### src/rtl/transaction_vc_arbiter.sv
// Transaction-layer core: sorts ingress words by class into per-class FIFOs and
// drains them through a round-robin or strict-priority arbiter into one registered egress stream.
module transaction_vc_arbiter #(
  parameter int DATA_W    = 12,
  parameter int NUM_VC    = 4,
  parameter int DEPTH     = 8,
  parameter int CLASS_LSB = 10,
  parameter int CNT_W     = 5,
  parameter int ARB_MODE  = 0,
  localparam int CW = $clog2(NUM_VC),
  localparam int OW = $clog2(DEPTH) + 1
) (
  input  logic              clk,
  input  logic              reset,
  input  logic              init,
  input  logic [OW-1:0]     umbral_alto,
  input  logic [OW-1:0]     umbral_bajo,
  input  logic              push_in,
  input  logic [DATA_W-1:0] data_in,
  output logic [DATA_W-1:0] data_out,
  output logic              valid_out,
  input  logic              ready_out,
  output logic [NUM_VC-1:0] almost_full,
  output logic [NUM_VC-1:0] almost_empty,
  output logic              drop_err,
  input  logic              req,
  input  logic [CW:0]       idx,
  output logic [CNT_W-1:0]  count_out,
  output logic              count_valid,
  output logic [1:0]        state
);

  localparam int PW = $clog2(DEPTH);
  localparam logic [CW:0]   NUM_VC_IDX = (CW+1)'(NUM_VC);
  localparam logic [OW-1:0] FULL_OCC   = OW'(DEPTH);

  typedef enum logic [1:0] {
    ST_RESET  = 2'd0,
    ST_INIT   = 2'd1,
    ST_IDLE   = 2'd2,
    ST_ACTIVE = 2'd3
  } state_e;

  state_e              state_q, state_d;
  logic [OW-1:0]       occ_q    [NUM_VC];
  logic [OW-1:0]       occ_d    [NUM_VC];
  logic [PW-1:0]       wr_ptr_q [NUM_VC];
  logic [PW-1:0]       wr_ptr_d [NUM_VC];
  logic [PW-1:0]       rd_ptr_q [NUM_VC];
  logic [PW-1:0]       rd_ptr_d [NUM_VC];
  logic [CNT_W-1:0]    cnt_q    [NUM_VC];
  logic [CNT_W-1:0]    cnt_d    [NUM_VC];
  logic [DATA_W-1:0]   mem_q    [NUM_VC][DEPTH];

  logic [OW-1:0]       alto_q, alto_d, bajo_q, bajo_d;
  logic [DATA_W-1:0]   data_q, data_d;
  logic                valid_q, valid_d;
  logic [CW-1:0]       rr_q, rr_d;
  logic [NUM_VC-1:0]   af_q, af_d, ae_q, ae_d;
  logic                drop_q, drop_d;
  logic [CNT_W-1:0]    count_q, count_d;
  logic                count_valid_q, count_valid_d;

  logic [CW-1:0]       tgt, grant, cand, cls_out;
  logic                grant_vld, push_ok, accept_state, load, pop, any_nonempty;
  logic [NUM_VC-1:0]   push_vec, pop_vec, nonempty;

  assign tgt          = data_in[CLASS_LSB +: CW];
  assign cls_out      = data_q[CLASS_LSB +: CW];
  assign accept_state = (state_q == ST_IDLE) || (state_q == ST_ACTIVE);
  // A full FIFO drops the word even if it is popped this cycle.
  assign push_ok      = push_in && accept_state && (occ_q[tgt] != FULL_OCC);
  assign load         = !valid_q || ready_out;
  assign pop          = load && grant_vld;
  assign any_nonempty = |nonempty;

  // Arbiter: RR searches upward from rr_q; strict always starts at class 0.
  // NOTE: every combinational output gets a default first so no latch is inferred.
  always_comb begin
    grant     = '0;
    grant_vld = 1'b0;
    cand      = '0;
    nonempty  = '0;
    for (int i = 0; i < NUM_VC; i++) begin
      nonempty[i] = (occ_q[i] != '0);
      cand = (ARB_MODE == 1) ? CW'(i) : rr_q + CW'(i);
      if (!grant_vld && occ_q[cand] != '0) begin
        grant     = cand;
        grant_vld = 1'b1;
      end
    end
  end

  // NOTE: combinational blocks use blocking '='; only the flop block uses '<='.
  always_comb begin
    push_vec = '0;
    pop_vec  = '0;
    af_d     = '0;
    ae_d     = '0;
    for (int c = 0; c < NUM_VC; c++) begin
      push_vec[c] = push_ok && (tgt == CW'(c));
      pop_vec[c]  = pop && (grant == CW'(c));
      wr_ptr_d[c] = push_vec[c] ? wr_ptr_q[c] + PW'(1) : wr_ptr_q[c];
      rd_ptr_d[c] = pop_vec[c]  ? rd_ptr_q[c] + PW'(1) : rd_ptr_q[c];
      case ({push_vec[c], pop_vec[c]})
        2'b10:   occ_d[c] = occ_q[c] + OW'(1);
        2'b01:   occ_d[c] = occ_q[c] - OW'(1);
        default: occ_d[c] = occ_q[c];
      endcase
      af_d[c] = (occ_d[c] >= alto_q);
      ae_d[c] = (occ_d[c] <= bajo_q);
    end
  end

  always_comb begin
    data_d  = data_q;
    valid_d = valid_q;
    rr_d    = rr_q;
    if (load) begin
      valid_d = grant_vld;
      if (grant_vld) begin
        data_d = mem_q[grant][rd_ptr_q[grant]];
        rr_d   = grant + CW'(1);
      end
    end
  end

  // Reads sample cnt_q, so a same-cycle increment is not yet visible.
  always_comb begin
    for (int c = 0; c < NUM_VC; c++) cnt_d[c] = cnt_q[c];
    if (valid_q && ready_out) cnt_d[cls_out] = cnt_q[cls_out] + CNT_W'(1);
    count_valid_d = req && (state_q == ST_IDLE);
    count_d       = count_q;
    if (count_valid_d) count_d = (idx < NUM_VC_IDX) ? cnt_q[idx[CW-1:0]] : '0;
    drop_d = push_in && !push_ok;
    alto_d = (state_q == ST_INIT) ? umbral_alto : alto_q;
    bajo_d = (state_q == ST_INIT) ? umbral_bajo : bajo_q;
  end

  always_comb begin
    state_d = state_q;
    case (state_q)
      ST_RESET:  state_d = ST_INIT;
      ST_INIT:   if (!init) state_d = ST_IDLE;
      ST_IDLE: begin
        if (init)                         state_d = ST_INIT;
        else if (any_nonempty || push_ok) state_d = ST_ACTIVE;
      end
      ST_ACTIVE: if (!any_nonempty && !push_ok && !valid_q) state_d = ST_IDLE;
      default:   state_d = ST_RESET;
    endcase
  end

  always_ff @(posedge clk) begin
    if (reset) begin
      state_q       <= ST_RESET;
      alto_q        <= '0;
      bajo_q        <= '0;
      data_q        <= '0;
      valid_q       <= 1'b0;
      rr_q          <= '0;
      af_q          <= '0;
      ae_q          <= '0;
      drop_q        <= 1'b0;
      count_q       <= '0;
      count_valid_q <= 1'b0;
      for (int c = 0; c < NUM_VC; c++) begin
        occ_q[c]    <= '0;
        wr_ptr_q[c] <= '0;
        rd_ptr_q[c] <= '0;
        cnt_q[c]    <= '0;
      end
    end else begin
      state_q       <= state_d;
      alto_q        <= alto_d;
      bajo_q        <= bajo_d;
      data_q        <= data_d;
      valid_q       <= valid_d;
      rr_q          <= rr_d;
      af_q          <= af_d;
      ae_q          <= ae_d;
      drop_q        <= drop_d;
      count_q       <= count_d;
      count_valid_q <= count_valid_d;
      for (int c = 0; c < NUM_VC; c++) begin
        occ_q[c]    <= occ_d[c];
        wr_ptr_q[c] <= wr_ptr_d[c];
        rd_ptr_q[c] <= rd_ptr_d[c];
        cnt_q[c]    <= cnt_d[c];
      end
    end
  end

  // NOTE: the storage array has no reset; occupancy and pointers decide which entries are live.
  always_ff @(posedge clk) begin
    if (push_ok) mem_q[tgt][wr_ptr_q[tgt]] <= data_in;
  end

  assign data_out     = data_q;
  assign valid_out    = valid_q;
  assign almost_full  = af_q;
  assign almost_empty = ae_q;
  assign drop_err     = drop_q;
  assign count_out    = count_q;
  assign count_valid  = count_valid_q;
  assign state        = state_q;

endmodule

### config.mk
export PLATFORM = sky130hd
export DESIGN_NAME = transaction_vc_arbiter
export DESIGN_NICKNAME = d
export VERILOG_FILES = /design/src/rtl/transaction_vc_arbiter.sv
export SDC_FILE = /design/constraint.sdc
export NUM_CORES = 1
export LEC_CHECK = 0
export BUFFER_PORTS_ARGS = -buffer_cell sky130_fd_sc_hd__clkbuf_2
export CELL_PAD_IN_SITES_DETAIL_PLACEMENT = 1
export CELL_PAD_IN_SITES_GLOBAL_PLACEMENT = 1
export CORE_MARGIN = 1
export CORE_UTILIZATION = 50
export CTS_CLUSTER_DIAMETER = 80
export DETAILED_ROUTE_END_ITERATION = 8
export HOLD_SLACK_MARGIN = 0.08
export PLACE_DENSITY_LB_ADDON = 0.1
export REMOVE_ABC_BUFFERS = 1
export SLEW_MARGIN = 15
export SYNTH_ARGS = -nofsm -noshare
export SYNTH_HDL_FRONTEND = slang
export SYNTH_SLANG_ARGS = --single-unit
### constraint.sdc
create_clock -name clk -period 6.1 [get_ports clk]
set_input_delay 1.83 -clock clk [delete_from_list [all_inputs] [get_ports clk]]
set_output_delay 1.83 -clock clk [all_outputs]
set_load 0.005 [all_outputs]
==> results of run 1 <==
-- worst paths after layout --
path / from / end / slack (ps)
worst min-delay path: alto_q[3] / alto_q[3] / 460
worst min register to register: alto_q[3] / alto_q[3] / 460
worst max register to register: occ_q[3][3] / data_out[11] / 1020
worst max-delay path: occ_q[3][3] / data_out[11] / 1020
-- placed cells by master, fill, tap and decap left out, types with 5 or more instances in the layout --
cell type | Yosys | final
sky130_fd_sc_hd__edfxtp_1 | 384 | 384
sky130_fd_sc_hd__bufinv_16 | 0 | 7
sky130_fd_sc_hd__clkbuf_1 | 27 | 8
sky130_fd_sc_hd__clkbuf_16 | 0 | 52
sky130_fd_sc_hd__a211oi_1 | 16 | 16
sky130_fd_sc_hd__mux4_2 | 41 | 41
sky130_fd_sc_hd__o21ai_0 | 10 | 10
sky130_fd_sc_hd__xor2_1 | 18 | 18
sky130_fd_sc_hd__mux2i_1 | 251 | 250
sky130_fd_sc_hd__clkinv_1 | 0 | 6
sky130_fd_sc_hd__nor3_1 | 13 | 7
sky130_fd_sc_hd__dfxtp_1 | 104 | 104
sky130_fd_sc_hd__a221oi_2 | 12 | 12
sky130_fd_sc_hd__inv_1 | 18 | 18
sky130_fd_sc_hd__xnor2_1 | 17 | 17
sky130_fd_sc_hd__nand3_1 | 10 | 10
sky130_fd_sc_hd__clkbuf_8 | 0 | 8
sky130_fd_sc_hd__a21o_1 | 12 | 12
sky130_fd_sc_hd__nor2b_1 | 24 | 24
sky130_fd_sc_hd__o221ai_1 | 12 | 12
sky130_fd_sc_hd__buf_4 | 3 | 44
sky130_fd_sc_hd__ha_1 | 57 | 57
sky130_fd_sc_hd__clkbuf_2 | 0 | 57
sky130_fd_sc_hd__a22oi_1 | 6 | 6
sky130_fd_sc_hd__nand2_1 | 65 | 65
sky130_fd_sc_hd__nor2_1 | 91 | 91
sky130_fd_sc_hd__clkinv_2 | 0 | 6
sky130_fd_sc_hd__nor3_2 | 0 | 6
sky130_fd_sc_hd__nor3b_1 | 5 | 5
sky130_fd_sc_hd__mux2_2 | 40 | 40
sky130_fd_sc_hd__a21oi_1 | 40 | 40
sky130_fd_sc_hd__nand2b_1 | 24 | 23
-- layout make-up --
cell class / count / share of cell area [%]
clock inverter: 23 / 1.23
timing repair buffer: 102 / 2.67
clock buffer: 68 / 6.04
multi-input combinational: 799 / 29.9
sequential: 488 / 57.1
inverter: 20 / 0.325
tap: 532 / 2.79
-- worst max-delay path, cell delays in order (launching register included) --
cell,delay [ps]
sky130_fd_sc_hd__dfxtp_1,370
sky130_fd_sc_hd__nor4_2,620
sky130_fd_sc_hd__nand2_1,200
sky130_fd_sc_hd__mux4_2,530
sky130_fd_sc_hd__nor3b_1,240
sky130_fd_sc_hd__o31a_2,310
sky130_fd_sc_hd__buf_4,570
sky130_fd_sc_hd__buf_4,900
sky130_fd_sc_hd__mux2i_1,230
sky130_fd_sc_hd__mux2i_1,210
sky130_fd_sc_hd__mux2i_1,170
sky130_fd_sc_hd__mux2_2,330
sky130_fd_sc_hd__a221oi_2,260
-- logic make-up after synthesis --
| group | share of synthesized area (%) |
|---|---|
| adder cells (fa/ha/maj) | 3.76 |
| AND/OR/NAND/NOR | 5.47 |
| multiplexers | 18.4 |
| flip-flops | 64.6 |
| AO/OA/AOI/OAI | 4.43 |
| buffers and inverters | 1.90 |
| XOR/XNOR | 1.45 |
-- report_power, final --
| part | internal (mW) | switching, mW | total (mW) |
|---|---|---|---|
| clock | 1.95 | 1.25 | 3.20 |
| sequential | 3.71 | 0.118 | 3.82 |
| combinational | 2.54 | 3.20 | 5.74 |
| total | 8.19 | 4.57 | 12.8 |
-- per-layer routing --
metal / routed length [um] / track usage [%] / up-vias
met2: 24900 / 40.8 / 226
met3: 1710 / 3.21 / 76
met1: 21500 / 30.5 / 6043
met4: 1420 / 8.13 / 0
li1: - / - / 5426
met5: 0 / 0 / -
-- registers in the layout, indices dropped and copies added, names as in the netlist, 2 cells and up, named ones only --
| signal | flops |
|---|---|
| state | 2 |
| rd_ptr_q | 12 |
| count_out | 5 |
| bajo_q | 4 |
| rr_q | 2 |
| almost_empty | 4 |
| wr_ptr_q | 12 |
| mem_q | 384 |
| almost_full | 4 |
| data_out | 12 |
| alto_q | 4 |
| cnt_q | 20 |
| occ_q | 16 |
-- per-stage QoR --
stage,utilization [%],total power [mW],setup TNS [ps],area (um^2),setup slack [ps]
floorplan,-,7.82,-192870,20800,-5640
global placement,53.6,9.54,0,22100,657
detailed placement,53.6,9.67,0,22100,496
CTS,57.8,12.9,0,23800,980
global route,57.9,13.4,0,23800,627
finish,57.9,12.8,0,23800,1020
==> metrics.md, run 1 <==
| Metric | Value |
|---|---|
| Worst hold margin | `457 ps` |
| Result of the run | `finished clean` |
| Starting DRT DRC Count | `649` |
| CP Max Fanout | `58` |
| Top cells by area, synth | `sky130_fd_sc_hd__edfxtp_1 55%, sky130_fd_sc_hd__mux2i_1 12%, sky130_fd_sc_hd__dfxtp_1 9.9%` |
| Cell area after synthesis | `21100 um^2` |
| Clock Tree Buf Depth | `3` |
| Max_cap viols | `0` |
| DRC Markers | `0` |
| Via count of the first global-routing pass | `12700` |
| Element type at the critical path start | `register` |
| Die extent in y | `207 um` |
| Number of nets with antenna violations after routing | `0` |
| Number of ports placed on the die boundary | `59` |
| Combined area of the multi-input logic cells | `7120 um^2` |
| WP data arrival | `5550 ps` |
| Most common library cells after synthesis | `384 x sky130_fd_sc_hd__edfxtp_1, 251 x sky130_fd_sc_hd__mux2i_1, 104 x sky130_fd_sc_hd__dfxtp_1` |
| Pre-Repair DR Iteration Count | `5` |
| Die Width | `207 um` |
| Hold-critical path depth | `2` |
| Fraction of registers with async set or reset after synthesis | `0%` |
| Commonest register cell after synthesis | `sky130_fd_sc_hd__edfxtp_1` |
| Clock-pin slew on the worst setup and hold paths | `60 ps` |
| Wire length of the first global-routing pass | `76400 um` |
| Clock Skews | `20.9 ps` |
| Number of warnings printed during yosys synthesis | `0` |
| Pwr Density | `535 nW/um^2` |
| Largest net degree at the start of global routing | `73` |
| Count of buffers from port buffering | `58` |
| Root Buffer | `sky130_fd_sc_hd__clkbuf_16` |
| Sequential cell area | `13600 um^2` |
| Maximum clock rate | `197 MHz` |
| Total count of hold-check failures in the final report | `0` |
| Number of distinct standard cells referenced by the synthesized netlist | `51` |
| Antenna violations before repair | `0` |
| Worst reg-to-reg path cell count | `12` |
| Total global routing overflow | `0` |
| Share of the synthesized area in the top cell type | `54.7%` |
| Worst ir drop on vdd | `0.000477 V` |
| Final wirelength | `49600 um` |
| Number of slew-limit violations in the final report | `0` |
| Initial standard-cell utilization of the core | `51.2%` |
| Vias | `11800` |
| HPWL after DPL | `31200 um` |
| Type of element capturing the critical path | `register` |
| Fill cell instance count of the final layout | `3823` |
| Total Die Area | `43000 um^2` |
| Post-cts resize count | `0` |
| Final-report setup violation count | `0` |
| Hold-fix buffer count after cts | `0` |
| Relative area change from synthesis to final layout | `13.1%` |
| Proportion of synthesized chip area in sequential cells | `64.6%` |
| Kind of path behind the tightest hold check | `reg2reg` |
| Vias per std cell | `5.79` |
| Total placed cells including tap cells | `1941` |
| #FFs+latches synth | `488` |
| Unrepaired setup endpoints after global routing | `false` |
| Final critical-path share of the clock period | `83.2%` |
| Floorplan row count | `74` |
| Crit path kind | `reg2reg` |
| Clock latency on the worst-skew pair | `580 ps` |
| Total core area | `41200 um^2` |
| TritonCTS clock tree | `done` |
| CTS H-tree lvls | `2` |
| Relative slew slack | `31.3%` |
| Number of synthesized flops with an enable pin | `384` |
| Gate count after technology mapping | `1373` |
| Number of buffers inserted during clock tree synthesis | `51` |
| Minimum period implied by the final worst setup slack | `5080 ps` |
| Leakage dissipation | `8.08 nW` |
| Share of layout cells above drive strength 1 | `19.1%` |
| Total routing resource utilization after global routing | `23.6%` |
| Mean instance size in the synthesized netlist | `15.4 um^2` |
| Antenna cell count | `0` |
| Clock sink count | `488` |
| Library cell occupying the most area in the post-synthesis netlist | `sky130_fd_sc_hd__edfxtp_1` |
| WP data required | `6570 ps` |
| RePlAce Congestion | `0.801` |
| Number of cells in the finished layout apart from fillers | `2032` |
| Setup Buffers After CTS | `0` |
| Most frequent cell after synthesis | `sky130_fd_sc_hd__edfxtp_1` |
| Final Net Count | `1552` |
| Transition time at the pin with the least slew margin | `1030 ps` |
| Post-detailed-route wirelength per cell | `24.4 um` |
Note: power is estimated with default switching activity, not from simulation.
==> run 2: changes to the inputs <==
==> constraint.sdc (replaced) <==
create_clock -name clk -period 5.1 [get_ports clk]
set_input_delay 1.53 -clock clk [delete_from_list [all_inputs] [get_ports clk]]
set_output_delay 1.53 -clock clk [all_outputs]
set_load 0.005 [all_outputs]
==> run 2 against run 1 <==
Effect of this change:
- flip-flop and latch count did not move
- via count up 1.6%
- sequential share of layout area decreased by 0.38 points
- global-route usage grew 0.33 points
- total power rose by 21%
- routed wire length is 1.3% higher
- clock power grew 13%
- clock-buffer cell count is 7 higher
- cell count up 1.8%
- fmax up 5.3%
- clock skew rose by 1.9 ps
- critical path depth up 1
- largest power group unchanged
- highest routed layer unchanged
==> metrics.md, run 2 (synthesis results as in run 1) <==
| Metric | Value |
|---|---|
| CTS H-tree lvls | `2` |
| Worst reg-to-reg path cell count | `13` |
| Total routing resource utilization after global routing | `23.9%` |
| Starting DRT DRC Count | `652` |
| Transition time at the pin with the least slew margin | `1200 ps` |
| R2R setup slack | `280 ps` |
| Number of buffers inserted during clock tree synthesis | `51` |
| Relative slew slack | `19.4%` |
| Vias | `12000` |
| Max_cap viols | `0` |
| Worst ir drop on vdd | `0.000849 V` |
| Clock sink count | `488` |
| Number of slew-limit violations in the final report | `0` |
| Maximum clock rate | `207 MHz` |
| Critical Path Slowest Stage Cell | `sky130_fd_sc_hd__buf_4` |
| Count of buffers from port buffering | `58` |
| Vias per std cell | `5.78` |
| Element type at the critical path start | `register` |
| WP data required | `5580 ps` |
| Final Net Count | `1585` |
| Capture endpoint of the worst hold path | `alto_q[2]` |
| Die Width | `207 um` |
| Final critical-path share of the clock period | `94.6%` |
| Minimum period implied by the final worst setup slack | `4820 ps` |
| Core Util, Final | `58.3%` |
| Relative area change from synthesis to final layout | `13.8%` |
| Max reg flops | `384` |
| Floorplan row count | `74` |
| Buffers & Inverters on Critical Path | `4` |
| Type of element capturing the critical path | `register` |
| Result of the run | `finished clean` |
| Antenna cell count | `0` |
| Most frequent cell on the critical path | `sky130_fd_sc_hd__buf_4` |
| Critical hold path startpoint | `alto_q[2]` |
| Total count of hold-check failures in the final report | `0` |
| CP cell instances | `or3_1 > or4_1 > and4_1 > a311o_1 > o31ai_4 > buf_4 > buf_4 > buf_4 > mux2i_1 > mux2_2 > o221ai_1 > buf_4 > a221oi_2` |
| Wire length of the first global-routing pass | `77200 um` |
| TritonCTS clock tree | `done` |
| Clock Skews | `22.8 ps` |
| Initial standard-cell utilization of the core | `51.2%` |
| Clock latency on the worst-skew pair | `590 ps` |
| Hold-critical path depth | `2` |
| Number of nets with antenna violations after routing | `0` |
| Most common cell after layout, fill and taps aside | `sky130_fd_sc_hd__edfxtp_1` |
| Number of ports placed on the die boundary | `59` |
| Total Die Area | `43000 um^2` |
| CP Max Fanout | `46` |
| Crit. path cell count | `13` |
| Final wirelength | `50200 um` |
| Unrepaired setup endpoints after global routing | `false` |
| Root Buffer | `sky130_fd_sc_hd__clkbuf_16` |
| Die extent in y | `207 um` |
| Via count of the first global-routing pass | `12800` |
| Worst hold margin | `455 ps` |
| Top library cells by usage in the layout, fill and taps aside | `384 x sky130_fd_sc_hd__edfxtp_1, 250 x sky130_fd_sc_hd__mux2i_1, 104 x sky130_fd_sc_hd__dfxtp_1, 91 x sky130_fd_sc_hd__nor2_1, 76 x sky130_fd_sc_hd__buf_4` |
| Clock Tree Buf Depth | `3` |
| Pre-Repair DR Iteration Count | `5` |
| Clock-pin slew on the worst setup and hold paths | `60 ps` |
| Largest net degree at the start of global routing | `137` |
| DRC Markers | `0` |
| WP data arrival | `5310 ps` |
| Largest stage delay on the critical path | `790 ps` |
| Leakage dissipation | `8.20 nW` |
| Post-detailed-route wirelength per cell | `24.3 um` |
| Share of layout cells above drive strength 1 | `20.4%` |
| Hold-fix buffer count after cts | `0` |
| Crit path kind | `reg2reg` |
| Final-report setup violation count | `0` |
| Crit-path leading delay family | `buffers and inverters` |
| Total core area | `41200 um^2` |
| Antenna violations before repair | `0` |
| Pwr Density | `643 nW/um^2` |
| Critical register-to-register path startpoint | `occ_q[0][0]` |
| Kind of path behind the tightest hold check | `reg2reg` |
| HPWL after DPL | `31700 um` |
| RePlAce Congestion | `0.782` |
| Total global routing overflow | `0` |
[run 2: layout make-up]
class,count,area [um^2]
fill,3863,17200
sequential,488,13600
multi-input combinational,799,7130
clock buffer,75,1450
timing repair buffer,135,896
tap,532,666
clock inverter,20,175
inverter,20,77.6
[run 2: tightest hold or removal path, cell delays in order, from the launching register on]
cell and delay, ps:
sky130_fd_sc_hd__dfxtp_1 300, sky130_fd_sc_hd__nand2_1 50, sky130_fd_sc_hd__a21oi_1 50
[run 2: worst max path at each step]
stage | slack, ps | end | start
global placement | 260 | almost_empty[0] | data_in[10]
finish | 280 | register | occ_q[0][0]
detailed placement | 190 | almost_empty[0] | data_in[10]
floorplan | -6640 | register | occ_q[0][0]
CTS | 210 | almost_empty[0] | occ_q[2][3]
global route | 20 | almost_full[3] | occ_q[0][0]
[run 2: metrics by stage]
stage | worst slack [ps] | power [mW] | setup TNS (ps) | cells | instance area (um^2)
floorplan | -6640 | 9.01 | -246700 | 1307 | 20800
global placement | 261 | 11.7 | 0 | 1973 | 22400
detailed placement | 185 | 11.9 | 0 | 1973 | 22400
CTS | 212 | 15.5 | 0 | 2068 | 24000
global route | 15.4 | 16.3 | 0 | 2069 | 24000
finish | 276 | 15.4 | 0 | 2069 | 24000
[run 2: power by group]
group	total [mW]	internal [mW]	switching [mW]
Sequential	4.58	4.43	0.144
Combinational	7.25	3.35	3.91
Clock	3.61	2.12	1.50
[run 2: layer usage]
metal	vias up	share of wire [%]	track usage, %
li1	5481	-	-
met1	6188	43	30.7
met3	84	3.5	3.45
met5	-	0	0
met4	0	3.6	9.70
met2	209	50	40.8
[run 2: timing repair]
item                       4_1_cts  5_1_grt
buffers inserted                 0        1
setup endpoints to repair        0       20
gates resized for setup          0        6
==> run 3: changes to the inputs <==
--- a/config.mk
+++ b/config.mk
@@ -9,12 +9,13 @@
 export CELL_PAD_IN_SITES_DETAIL_PLACEMENT = 1
 export CELL_PAD_IN_SITES_GLOBAL_PLACEMENT = 1
 export CORE_MARGIN = 1
-export CORE_UTILIZATION = 50
+export CORE_UTILIZATION = 53
 export CTS_CLUSTER_DIAMETER = 80
 export DETAILED_ROUTE_END_ITERATION = 8
 export HOLD_SLACK_MARGIN = 0.08
 export PLACE_DENSITY_LB_ADDON = 0.1
 export REMOVE_ABC_BUFFERS = 1
+export SETUP_SLACK_MARGIN = 0.5
 export SLEW_MARGIN = 15
 export SYNTH_ARGS = -nofsm -noshare
 export SYNTH_HDL_FRONTEND = slang
==> run 3 against run 2 <==
Effect of this change:
- utilization rose by 3.7 points
- sequential power barely moved
- routed wire length rose by 1.2%
- critical path type unchanged
==> metrics.md, run 3 (synthesis results as in run 1) <==
| Metric | Value |
|---|---|
| RR Endpoint | `almost_empty[3]` |
| Relative area change from synthesis to final layout | `14.4%` |
| DRC Markers | `0` |
| Result of the run | `finished clean` |
| Number of buffers inserted during clock tree synthesis | `51` |
| Max reg flops | `384` |
| Element type at the critical path start | `register` |
| Largest stage delay on the critical path | `470 ps` |
| Die Width | `201 um` |
| Worst reg-to-reg path cell count | `19` |
| CTS H-tree lvls | `2` |
| Floorplan row count | `72` |
| Via count of the first global-routing pass | `12800` |
| Clock Tree Buf Depth | `3` |
| Root Buffer | `sky130_fd_sc_hd__clkbuf_16` |
| Final-report setup violation count | `0` |
| Leakage dissipation | `8.21 nW` |
| Overall power of the completed layout | `15.6 mW` |
| Count of buffers from port buffering | `58` |
| Most common cell after layout, fill and taps aside | `sky130_fd_sc_hd__edfxtp_1` |
| Top library cells by usage in the layout, fill and taps aside | `384 x sky130_fd_sc_hd__edfxtp_1, 250 x sky130_fd_sc_hd__mux2i_1, 100 x sky130_fd_sc_hd__dfxtp_1, 91 x sky130_fd_sc_hd__nor2_1, 66 x sky130_fd_sc_hd__buf_4` |
| Total count of hold-check failures in the final report | `0` |
| Critical register-to-register path startpoint | `occ_q[0][0]` |
| Final wirelength | `50800 um` |
| WP data arrival | `4920 ps` |
| Starting DRT DRC Count | `561` |
| Wire length of the first global-routing pass | `76700 um` |
| CP Max Fanout | `5` |
| Clock Skews | `12.5 ps` |
| Total global routing overflow | `0` |
| Critical path origin | `occ_q[0][0]` |
| Minimum period implied by the final worst setup slack | `4470 ps` |
| Clock sink count | `488` |
| Number of ports placed on the die boundary | `59` |
| Critical hold path startpoint | `alto_q[3]` |
| Final critical-path share of the clock period | `87.7%` |
| Maximum clock rate | `224 MHz` |
| Largest net degree at the start of global routing | `85` |
| HPWL after DPL | `30700 um` |
| Kind of path behind the tightest hold check | `reg2reg` |
| Total core area | `38900 um^2` |
| Critical Path Slowest Stage Cell | `sky130_fd_sc_hd__mux4_2` |
| Transition time at the pin with the least slew margin | `1120 ps` |
| WP data required | `5540 ps` |
| Clock-pin slew on the worst setup and hold paths | `60 ps` |
| Antenna violations before repair | `1` |
| Clock latency on the worst-skew pair | `590 ps` |
| R2R setup slack | `630 ps` |
| Capture point of the worst path | `almost_empty[3]` |
| CP cell instances | `or3_4 > or2_4 > mux4_2 > nor3b_2 > o31a_2 > ha_2 > nand2_2 > inv_2 > ha_4 > ha_1 > a21o_1 > a21oi_2 > xnor2_1 > nand2b_1 > xnor2_2 > ha_1 > a21oi_2 > a41oi_2 > nor2_1` |
| Vias per std cell | `5.84` |
| Total routing resource utilization after global routing | `25.4%` |
| Pwr Density | `646 nW/um^2` |
| Initial standard-cell utilization of the core | `54.2%` |
| Worst ir drop on vdd | `0.000526 V` |
| Unrepaired setup endpoints after global routing | `true` |
| Final Net Count | `1577` |
| Total Die Area | `40600 um^2` |
| Crit path kind | `reg2reg` |
| Max_cap viols | `0` |
| Pre-Repair DR Iteration Count | `4` |
| TritonCTS clock tree | `done` |
| Number of nets with antenna violations after routing | `0` |
| Fill cell instance count of the final layout | `3588` |
| Die extent in y | `201 um` |
| Type of element capturing the critical path | `register` |
| Vias | `11900` |
| Post-detailed-route wirelength per cell | `24.8 um` |
| Relative slew slack | `25.5%` |
| Share of layout cells above drive strength 1 | `22.3%` |
| Number of slew-limit violations in the final report | `0` |
| Hold-fix buffer count after cts | `0` |
| RePlAce Congestion | `0.806` |
| Worst hold margin | `458 ps` |
## run 3: cell count changes in the layout (fill, tap and decap cells not counted), moves of 5 or more
cell,delta
sky130_fd_sc_hd__a21oi_1,-5
sky130_fd_sc_hd__a21oi_2,+5
sky130_fd_sc_hd__buf_4,-10
sky130_fd_sc_hd__clkbuf_1,+5
sky130_fd_sc_hd__ha_1,-6
sky130_fd_sc_hd__nand2_1,-5
## run 3: critical path: cells and delay by family, from the launching register on
kind / cells / cell delay (ps)
compound gates: 5 / 970
xor+xnor: 2 / 300
buf+inv: 1 / 90
simple gates: 6 / 1070
flops: 1 / 370
fa+ha+maj: 4 / 1050
mux: 1 / 470
## run 3: layout make-up
cell class / instances / area (um^2) / share of cell area [%]
inverters: 20 / 80.1 / 0.332
clock buffers: 78 / 1450 / 6.01
multi-input cells: 799 / 7320 / 30.3
clock inverters: 15 / 130 / 0.539
repair buffers: 127 / 876 / 3.63
flip-flops and latches: 488 / 13600 / 56.4
well taps: 518 / 648 / 2.69
diodes: 1 / 2.50 / 0.0104
## run 3: how the worst min path moves through the flow
| stage | end | slack, ps | cells past startpoint |
|---|---|---|---|
| floorplan | alto_q[1] | 430 | 2 |
| detailed placement | bajo_q[3] | 450 | 2 |
| CTS | bajo_q[3] | 460 | 2 |
| finish | alto_q[3] | 460 | 2 |
| global route | bajo_q[3] | 480 | 2 |
| global placement | bajo_q[3] | 440 | 2 |
## run 3: what timing repair did
| item | in CTS | in global routing |
|---|---|---|
| gates resized for setup | 25 | 38 |
| setup endpoints to repair | 22 | 18 |
| pin swaps | 2 | 15 |
| setup buffers | 3 | 12 |
| cloned | 1 | 0 |
## run 3: where the power goes
part / leakage, nW / internal [mW] / switching (mW)
Sequential: 4.30 / 4.44 / 0.160
Combinational: 3.14 / 3.42 / 4.03
Clock: 0.766 / 2.06 / 1.50
Total: 8.21 / 9.91 / 5.69
## run 3: metrics by stage
stage	util, %	worst slack [ps]	std cells	setup TNS, ps	cell area [um^2]
floorplan	-	-6640	1307	-246700	20800
global placement	56.9	352	1936	0	22200
detailed placement	56.9	156	1936	0	22200
CTS	61.4	465	2033	0	23900
global route	62.0	429	2046	0	24100
finish	62.0	626	2046	0	24100
## run 3: layer usage
layer / global-route usage [%] / wire length (um)
met1: 31.7 / 20900
met2: 44.7 / 25900
met3: 3.27 / 2030
met4: 10.6 / 2030
met5: 0 / 0
